==> config.mk <==
export PLATFORM = sky130hd
export DESIGN_NAME = div_16x8_seq
export DESIGN_NICKNAME = d
export VERILOG_FILES = /design/src/rtl/div_pkg.sv /design/src/rtl/div_step.sv /design/src/rtl/div_16x8_seq.sv
export SDC_FILE = /design/constraint.sdc
export NUM_CORES = 1
export LEC_CHECK = 0
export ABC_AREA = 1
export CAP_MARGIN = 0
export CORE_UTILIZATION = 50
export CTS_CLUSTER_SIZE = 30
export DETAILED_ROUTE_END_ITERATION = 7
export HOLD_SLACK_MARGIN = 0.03
export PLACE_DENSITY = 0.76
export SETUP_SLACK_MARGIN = 0.5
export SYNTH_ARGS = -nofsm -noshare
export SYNTH_HDL_FRONTEND = slang
export SYNTH_SLANG_ARGS = --single-unit
==> constraint.sdc <==
create_clock -name clk -period 3.2 [get_ports clk]
set_input_delay 0.64 -clock clk [delete_from_list [all_inputs] [get_ports clk]]
set_output_delay 0.64 -clock clk [all_outputs]
set_load 0.05 [all_outputs]
==> src/rtl/div_pkg.sv <==
// Shared definitions for the sequential restoring divider.
//   div_state_t : controller states (IDLE, CALC, DONE)
//   DIV_N       : default divisor/remainder width; dividend/quotient are 2*DIV_N
//   DIV_CNT_W   : default iteration counter width (2**DIV_CNT_W > 2*DIV_N)
//   DIV_ITER    : number of restoring iterations (one per quotient bit)
//   DIV0_QUOT / DIV0_REM : results reported when the divisor is zero
package div_pkg;

  localparam int DIV_N     = 8;
  localparam int DIV_CNT_W = 5;
  localparam int DIV_ITER  = 2 * DIV_N;

  localparam logic [2*DIV_N-1:0] DIV0_QUOT = '1;
  localparam logic [DIV_N-1:0]   DIV0_REM  = '0;

  typedef enum logic [1:0] {
    IDLE = 2'd0,
    CALC = 2'd1,
    DONE = 2'd2
  } div_state_t;

endpackage

==> src/rtl/div_step.sv <==
// One combinational restoring-division iteration.
//   p      : current partial remainder (N+1 bits, never exceeds the divisor)
//   q_msb  : dividend bit shifted into the partial remainder this step
//   d      : divisor
//   p_next : partial remainder after the step
//   q_bit  : quotient bit produced by the step
module div_step #(
  parameter int N = 8
) (
  input  logic [N:0]   p,
  input  logic         q_msb,
  input  logic [N-1:0] d,
  output logic [N:0]   p_next,
  output logic         q_bit
);

  logic [N:0]   shifted;
  logic [N+1:0] trial;

  assign shifted = {p[N-1:0], q_msb};
  // One extra bit above the shifted remainder acts as the borrow/sign flag.
  assign trial   = {1'b0, shifted} - {2'b00, d};

  always_comb begin
    // NOTE: every output of a combinational block gets a default first so no path leaves it unassigned (which would infer a latch).
    p_next = shifted;
    q_bit  = 1'b0;
    if (!trial[N+1]) begin
      p_next = trial[N:0];
      q_bit  = 1'b1;
    end
  end

endmodule

==> src/rtl/div_16x8_seq.sv <==
// Sequential restoring divider: 2N-bit unsigned dividend / N-bit unsigned
// divisor, one quotient bit per clock, valid/ready handshakes on both sides.
//   clk, rst               : rising-edge clock, async active-high reset
//   in_valid / in_ready    : operand handshake (accepted only in IDLE)
//   dividend, divisor      : operands, sampled on the input handshake only
//   out_valid / out_ready  : result handshake (held indefinitely in DONE)
//   quotient, remainder    : registered result; retained after the handshake
//   div_by_zero            : result came from a zero divisor (quotient all ones)
// The divide-by-zero constants come from div_pkg and are sized for N == DIV_N.
module div_16x8_seq
  import div_pkg::*;
#(
  parameter int N     = DIV_N,
  parameter int CNT_W = DIV_CNT_W
) (
  input  logic           clk,
  input  logic           rst,
  input  logic           in_valid,
  output logic           in_ready,
  input  logic [2*N-1:0] dividend,
  input  logic [N-1:0]   divisor,
  output logic           out_valid,
  input  logic           out_ready,
  output logic [2*N-1:0] quotient,
  output logic [N-1:0]   remainder,
  output logic           div_by_zero
);

  localparam logic [CNT_W-1:0] LAST_CNT = CNT_W'(2 * N - 1);

  div_state_t     state, state_d;
  logic [2*N-1:0] q, q_d;
  logic [N-1:0]   d, d_d;
  logic [N:0]     p, p_d;
  logic [CNT_W-1:0] cnt, cnt_d;
  logic           dz, dz_d;
  logic           in_ready_d, out_valid_d, div_by_zero_d;
  logic [2*N-1:0] quotient_d;
  logic [N-1:0]   remainder_d;

  logic [N:0]     p_step;
  logic           q_bit;
  logic [2*N-1:0] q_shift;

  div_step #(.N(N)) u_step (
    .p      (p),
    .q_msb  (q[2*N-1]),
    .d      (d),
    .p_next (p_step),
    .q_bit  (q_bit)
  );

  assign q_shift = {q[2*N-2:0], q_bit};

  always_comb begin
    state_d       = state;
    q_d           = q;
    d_d           = d;
    p_d           = p;
    cnt_d         = cnt;
    dz_d          = dz;
    in_ready_d    = in_ready;
    out_valid_d   = out_valid;
    quotient_d    = quotient;
    remainder_d   = remainder;
    div_by_zero_d = div_by_zero;

    case (state)
      IDLE: begin
        if (in_valid && in_ready) begin
          q_d        = dividend;
          d_d        = divisor;
          p_d        = '0;
          cnt_d      = '0;
          dz_d       = (divisor == '0);
          in_ready_d = 1'b0;
          state_d    = CALC;
        end
      end

      CALC: begin
        q_d   = q_shift;
        p_d   = p_step;
        cnt_d = cnt + CNT_W'(1);
        // A zero divisor still runs all iterations so latency never depends on data.
        if (cnt == LAST_CNT) begin
          state_d       = DONE;
          out_valid_d   = 1'b1;
          div_by_zero_d = dz;
          if (dz) begin
            quotient_d  = DIV0_QUOT;
            remainder_d = DIV0_REM;
          end else begin
            quotient_d  = q_shift;
            remainder_d = p_step[N-1:0];
          end
        end
      end

      DONE: begin
        if (out_ready) begin
          state_d     = IDLE;
          out_valid_d = 1'b0;
          in_ready_d  = 1'b1;
        end
      end

      default: state_d = IDLE;
    endcase
  end

  // NOTE: state is updated with non-blocking assignments so every flop samples pre-edge values, independent of statement order.
  always_ff @(posedge clk or posedge rst) begin
    if (rst) begin
      state       <= IDLE;
      q           <= '0;
      d           <= '0;
      p           <= '0;
      cnt         <= '0;
      dz          <= 1'b0;
      in_ready    <= 1'b1;
      out_valid   <= 1'b0;
      quotient    <= '0;
      remainder   <= '0;
      div_by_zero <= 1'b0;
    end else begin
      state       <= state_d;
      q           <= q_d;
      d           <= d_d;
      p           <= p_d;
      cnt         <= cnt_d;
      dz          <= dz_d;
      in_ready    <= in_ready_d;
      out_valid   <= out_valid_d;
      quotient    <= quotient_d;
      remainder   <= remainder_d;
      div_by_zero <= div_by_zero_d;
    end
  end

endmodule

# Word-level counts from Yosys, hierarchy flattened
# Cells that the tools add are included.
# totals
reg_bits,67
out_inout_bits,27
elab_cells,51
# op_classes
add_sub_neg,2
n_eq_ne,6
n_mux,20
n_reduce_logical,12
# op_table
op,n
$mux 16,2
$pmux 16 s2,1
$mux 8,3
$pmux 8 s2,1
$pmux 5 s2,1
$sub 9x8->10,1
$reduce_and 3->1,3
$logic_not 8->1,1
$mux 2,3
$ne 2x2->1 const B,3
$pmux 2 s3,1
$reduce_and 2->1,3
$reduce_bool 2->1,3
$add 5x1->5 const B,1
$eq 5x4->1 const B,1
$mux 1,5
$mux 5,1
$pmux 1 s2,2
$eq 2x1->1 const B,1
$eq 2x2->1 const B,1
$logic_not 2->1,1
$logic_and 1x1->1,1

# Longest topological paths before layout
# logic_depth
depth_word,3
depth_mapped,12
depth_no_buf,12

# By module
# A second synthesis with hierarchy kept.
# unflattened
cells_unflattened,487
hier_area_um2,3681.0
# by_module_without_submodules
mod,n_inst,cells_per_inst,area_per_inst_um2,seq_area_each_um2
div_16x8_seq,1,362,3002.9,1702.9
div_step,1,125,678.2,0.0

# Worst setup path after synthesis
# Ideal clock, no wire load.
# synth_timing
path_kind,register -> register
from,reg q[15]
to,reg p[4]
setup_ns,0.126
arrival_time_ns,1.549
path_slack_ns,1.525
path_stages_with_launch,12
path_buffers,0
period_less_slack_ns,1.675
cell_sequence,dfrtp_1 > inv_1 > ha_1 > inv_1 > fa_1 > nand2_1 > nand2_1 > nand2_1 > xor2_1 > nand2_1 > nand3_1 > o21ai_0
# synth_between
elab_chain_cells,3
# synth_rtl
item,line_no,rtl
start: declaration,div_16x8_seq.sv:32,"logic [2*N-1:0] q, q_d;"
start signal: assignment,div_16x8_seq.sv:128,q <= q_d;
$sub 9x8->10,div_step.sv:22,"assign trial = {1'b0, shifted} - {2'b00, d};"
$mux 8,div_step.sv:28,if (!trial[N+1]) begin
$pmux 8 s2,div_16x8_seq.sv:68,case (state)
end signal: assignment,div_16x8_seq.sv:130,p <= p_d;
end: declaration,div_16x8_seq.sv:34,"logic [N:0] p, p_d;"
# Every way passes these cells.
# A chain may end at the register's enable or synchronous reset.

# Worst setup path in the final report
# layout_timing
from,reg in_ready
to,out in_ready
# layout_lines
item,line_no,rtl
start: declaration,div_16x8_seq.sv:19,"output logic in_ready,"
start signal: assignment,div_16x8_seq.sv:133,in_ready <= in_ready_d;
# No word-level cell between the ends.

==> flow_summary_export.csv <==
group,metric,value,unit
outcome,status,"finished clean",
setup_path,crit_family,"buffers and inverters",
cells_and_area,areaGrowthSynthToFinish,26.6,%
synth,synth-compound-area-share,0.141,
die,coreArea,6060,µm²
clock_tree,cts_hold_buf,0,
clock_tree,insertion_delay,0.34,ns
timing,hold_viol,0,
global_routing,grt_start_max_net_pins,36,
pwr,power.density,1260,nW/µm²
detailed_routing,drc,0,
place,gp_congestion,0.850,
die,die_x,82.4,µm
place,placement.cell_area,3860,µm²
clock_tree,cts_buffers,9,
synth,synth-main-ff-cell,"dfrtp_1",
timing,finalClockSkew,0.00902,ns
timing,finalMaxSlewViolations,0,
timing,worst_pin_slew,0.621,ns
detailed_routing,finalWirelength,7.71,mm
setup_path,path_cells,"clkdlybuf4s50_1",
timing,fmax,0.428,GHz
die,die_area,6790,µm²
place,dp_hpwl,5.43,mm
synth,synthArstFlopShare,1.00,
clock_tree,numClockSinks,67,
die,fp.dieH,82.4,µm
setup_path,max_stage_delay,0.80,ns
synth,synth_top_family_by_area,"simple AND/OR/NAND/NOR gates",
setup_path,crit_fanout,3,
timing,finalSetupViolCount,0,
synth,synth_common_cells,"nand2_1 (67), dfrtp_1 (66), inv_1 (56)",
global_routing,grt_pass1_wl,13.1,mm
synth,synth_area,3230,µm²
setup_path,worstPathArrival,1.69,ns
flow_run,drv_cap,0,
place,port_buffers,54,
min_path,min_path_type,"flip-flop to flip-flop",
synth,netlist_instances,356,
cells_and_area,nFillCells,499,
setup_path,cp_num_cells,1,
timing,tns,0,ns
clock_tree,clk_pin_slew_worst_paths,0.07,ns
die,num_rows,28,
clock_tree,post_cts_buffers,0,
synth,yosys.area.top_type,"dfrtp_1",
setup_path,path_buf_inv,1,
synth,syn-num-nets,395,
synth,yosys-mux-area-fraction,0,
min_path,holdPathStages,1,
global_routing,overflow,0,
timing,fin_crit_sh,0.729,
timing,slew_headroom,0.586,
setup_path,slowest_stage,"clkdlybuf4s50_1",
synth,synthDistinctLibCells,36,
global_routing,grt_use_total,0.264,
detailed_routing,drtPass1Iterations,5,
timing,rsz0062_at_grt,"false",
synth,syn_avg_cell_area,9.08,µm²
setup_path,worstPathRequired,2.56,ns
cells_and_area,drive_above_1_share,0.100,
cells_and_area,final_core_util,0.675,
setup_path,critPathKind,"flip-flop to primary output",
synth,synth_top_area_frac,0.511,
clock_tree,cts_tree,"done",
timing,min_period,2.33,ns
global_routing,antenna_found_initial,0,
synth,synth.area.top_cells,"dfrtp_1 (51%), nand2_1 (7.8%), inv_1 (6.5%)",
detailed_routing,antenna_left,0,
detailed_routing,vias_per_cell,5.49,
global_routing,grt_pass1_vias,2772,
synth,seq_area_frac_synth,0.519,
pwr,leakage,2.01,nW
setup_path,start_kind,"flip-flop",
clock_tree,cts_max_level,3,
cells_and_area,final_nets,454,
die,start_util,0.533,
detailed_routing,wl_per_cell,15.6,µm
synth,ys_warn_count,0,
synth,synth_edf_count,0,
die,ios,55,
pwr,peakVddDrop,0.722,mV
synth,synthSimpleGateAreaFrac,0.201,
timing,holdWs,0.474,ns
cells_and_area,final_area,4090,µm²
synth,synth-seq-cells,67,
clock_tree,root_buffer,"clkbuf_8",
synth,synth-xor-area-share,0.00813,
clock_tree,clock_path_buffers,2,
cells_and_area,antenna_cells,0,
detailed_routing,vias,2716,
synth,synth_adder_area_share,0.0449,
detailed_routing,drt_iter0_markers,198,
synth,synth_most_common_cell,"nand2_1",
setup_path,reg2reg_depth,9,
setup_path,crit_path_end_kind,"primary output",
clock_tree,cts_resized,0,
final timing paths:
check,from,to,slack (ns)
min in group asynchronous,rst,remainder[4],0.70
hold / removal,cnt[3],cnt[3],0.47
hold reg to reg,cnt[3],cnt[3],0.47
setup reg to reg,state[1],quotient[0],1.04
setup / recovery,in_ready,in_ready,0.87
max in group asynchronous,rst,quotient[1],1.90
power by group:
part	internal [mW]	switching [mW]
Sequential	1.24	0.255
Combinational	1.01	1.84
Clock	0.480	0.314
state kept, by name, indices dropped and copies added, names as in the netlist:
register,count
cnt,5
d,8
div_by_zero,1
dz,1
in_ready,1
out_valid,1
p,8
q,16
quotient,16
remainder,8
state,2
kinds of logic (layout without fill, tap and decap cells):
logic type	count (synthesis)	after routing
XOR/XNOR	3	3
AND/OR/NAND/NOR	136	136
buffers and inverters	70	134
adder cells (fa/ha/maj)	11	11
flip-flops	67	67
AO/OA/AOI/OAI	69	69
per-stage QoR:
stage          setup WS (ns)  power (mW)  cells
4_1_cts                0.854        5.15    495
2_1_floorplan          0.878        3.56    356
5_1_grt                0.819        5.50    495
6_report               0.866        5.14    495
3_3_place_gp            1.07        4.24    479
3_5_place_dp           0.966        4.31    479
final cells by class:
class	instances	area (µm²)	share of cell area
clock buffers	12	155	0.0379
flip-flops and latches	67	1680	0.410
clock inverters	4	72.6	0.0177
multi-input cells	219	1280	0.313
well taps	75	93.8	0.0229
inverters	59	221	0.0541
repair buffers	59	591	0.144
routing by layer:
| layer | global-route usage | part of all wire | vias to the layer above |
|---|---|---|---|
| met5 | 0 | 0 | - |
| met2 | 0.441 | 0.49 | 81 |
| met1 | 0.332 | 0.43 | 1324 |
| li1 | - | - | 1296 |
| met3 | 0.0549 | 0.050 | 15 |
| met4 | 0.111 | 0.023 | 0 |
layout by cell type (no fill, tap or decap), types with 5 or more instances in the layout:
master            n
nand2_1          67
dfrtp_1          66
inv_1            55
clkdlybuf4s50_1  54
nand3_1          22
nor2_1           20
o21ai_0          17
a21oi_1          14
o22ai_1          13
a2bb2oi_1        12
clkbuf_8         11
ha_1             10
nand4_1           9
nand2_2           5
(Power assumes the default switching activity.)
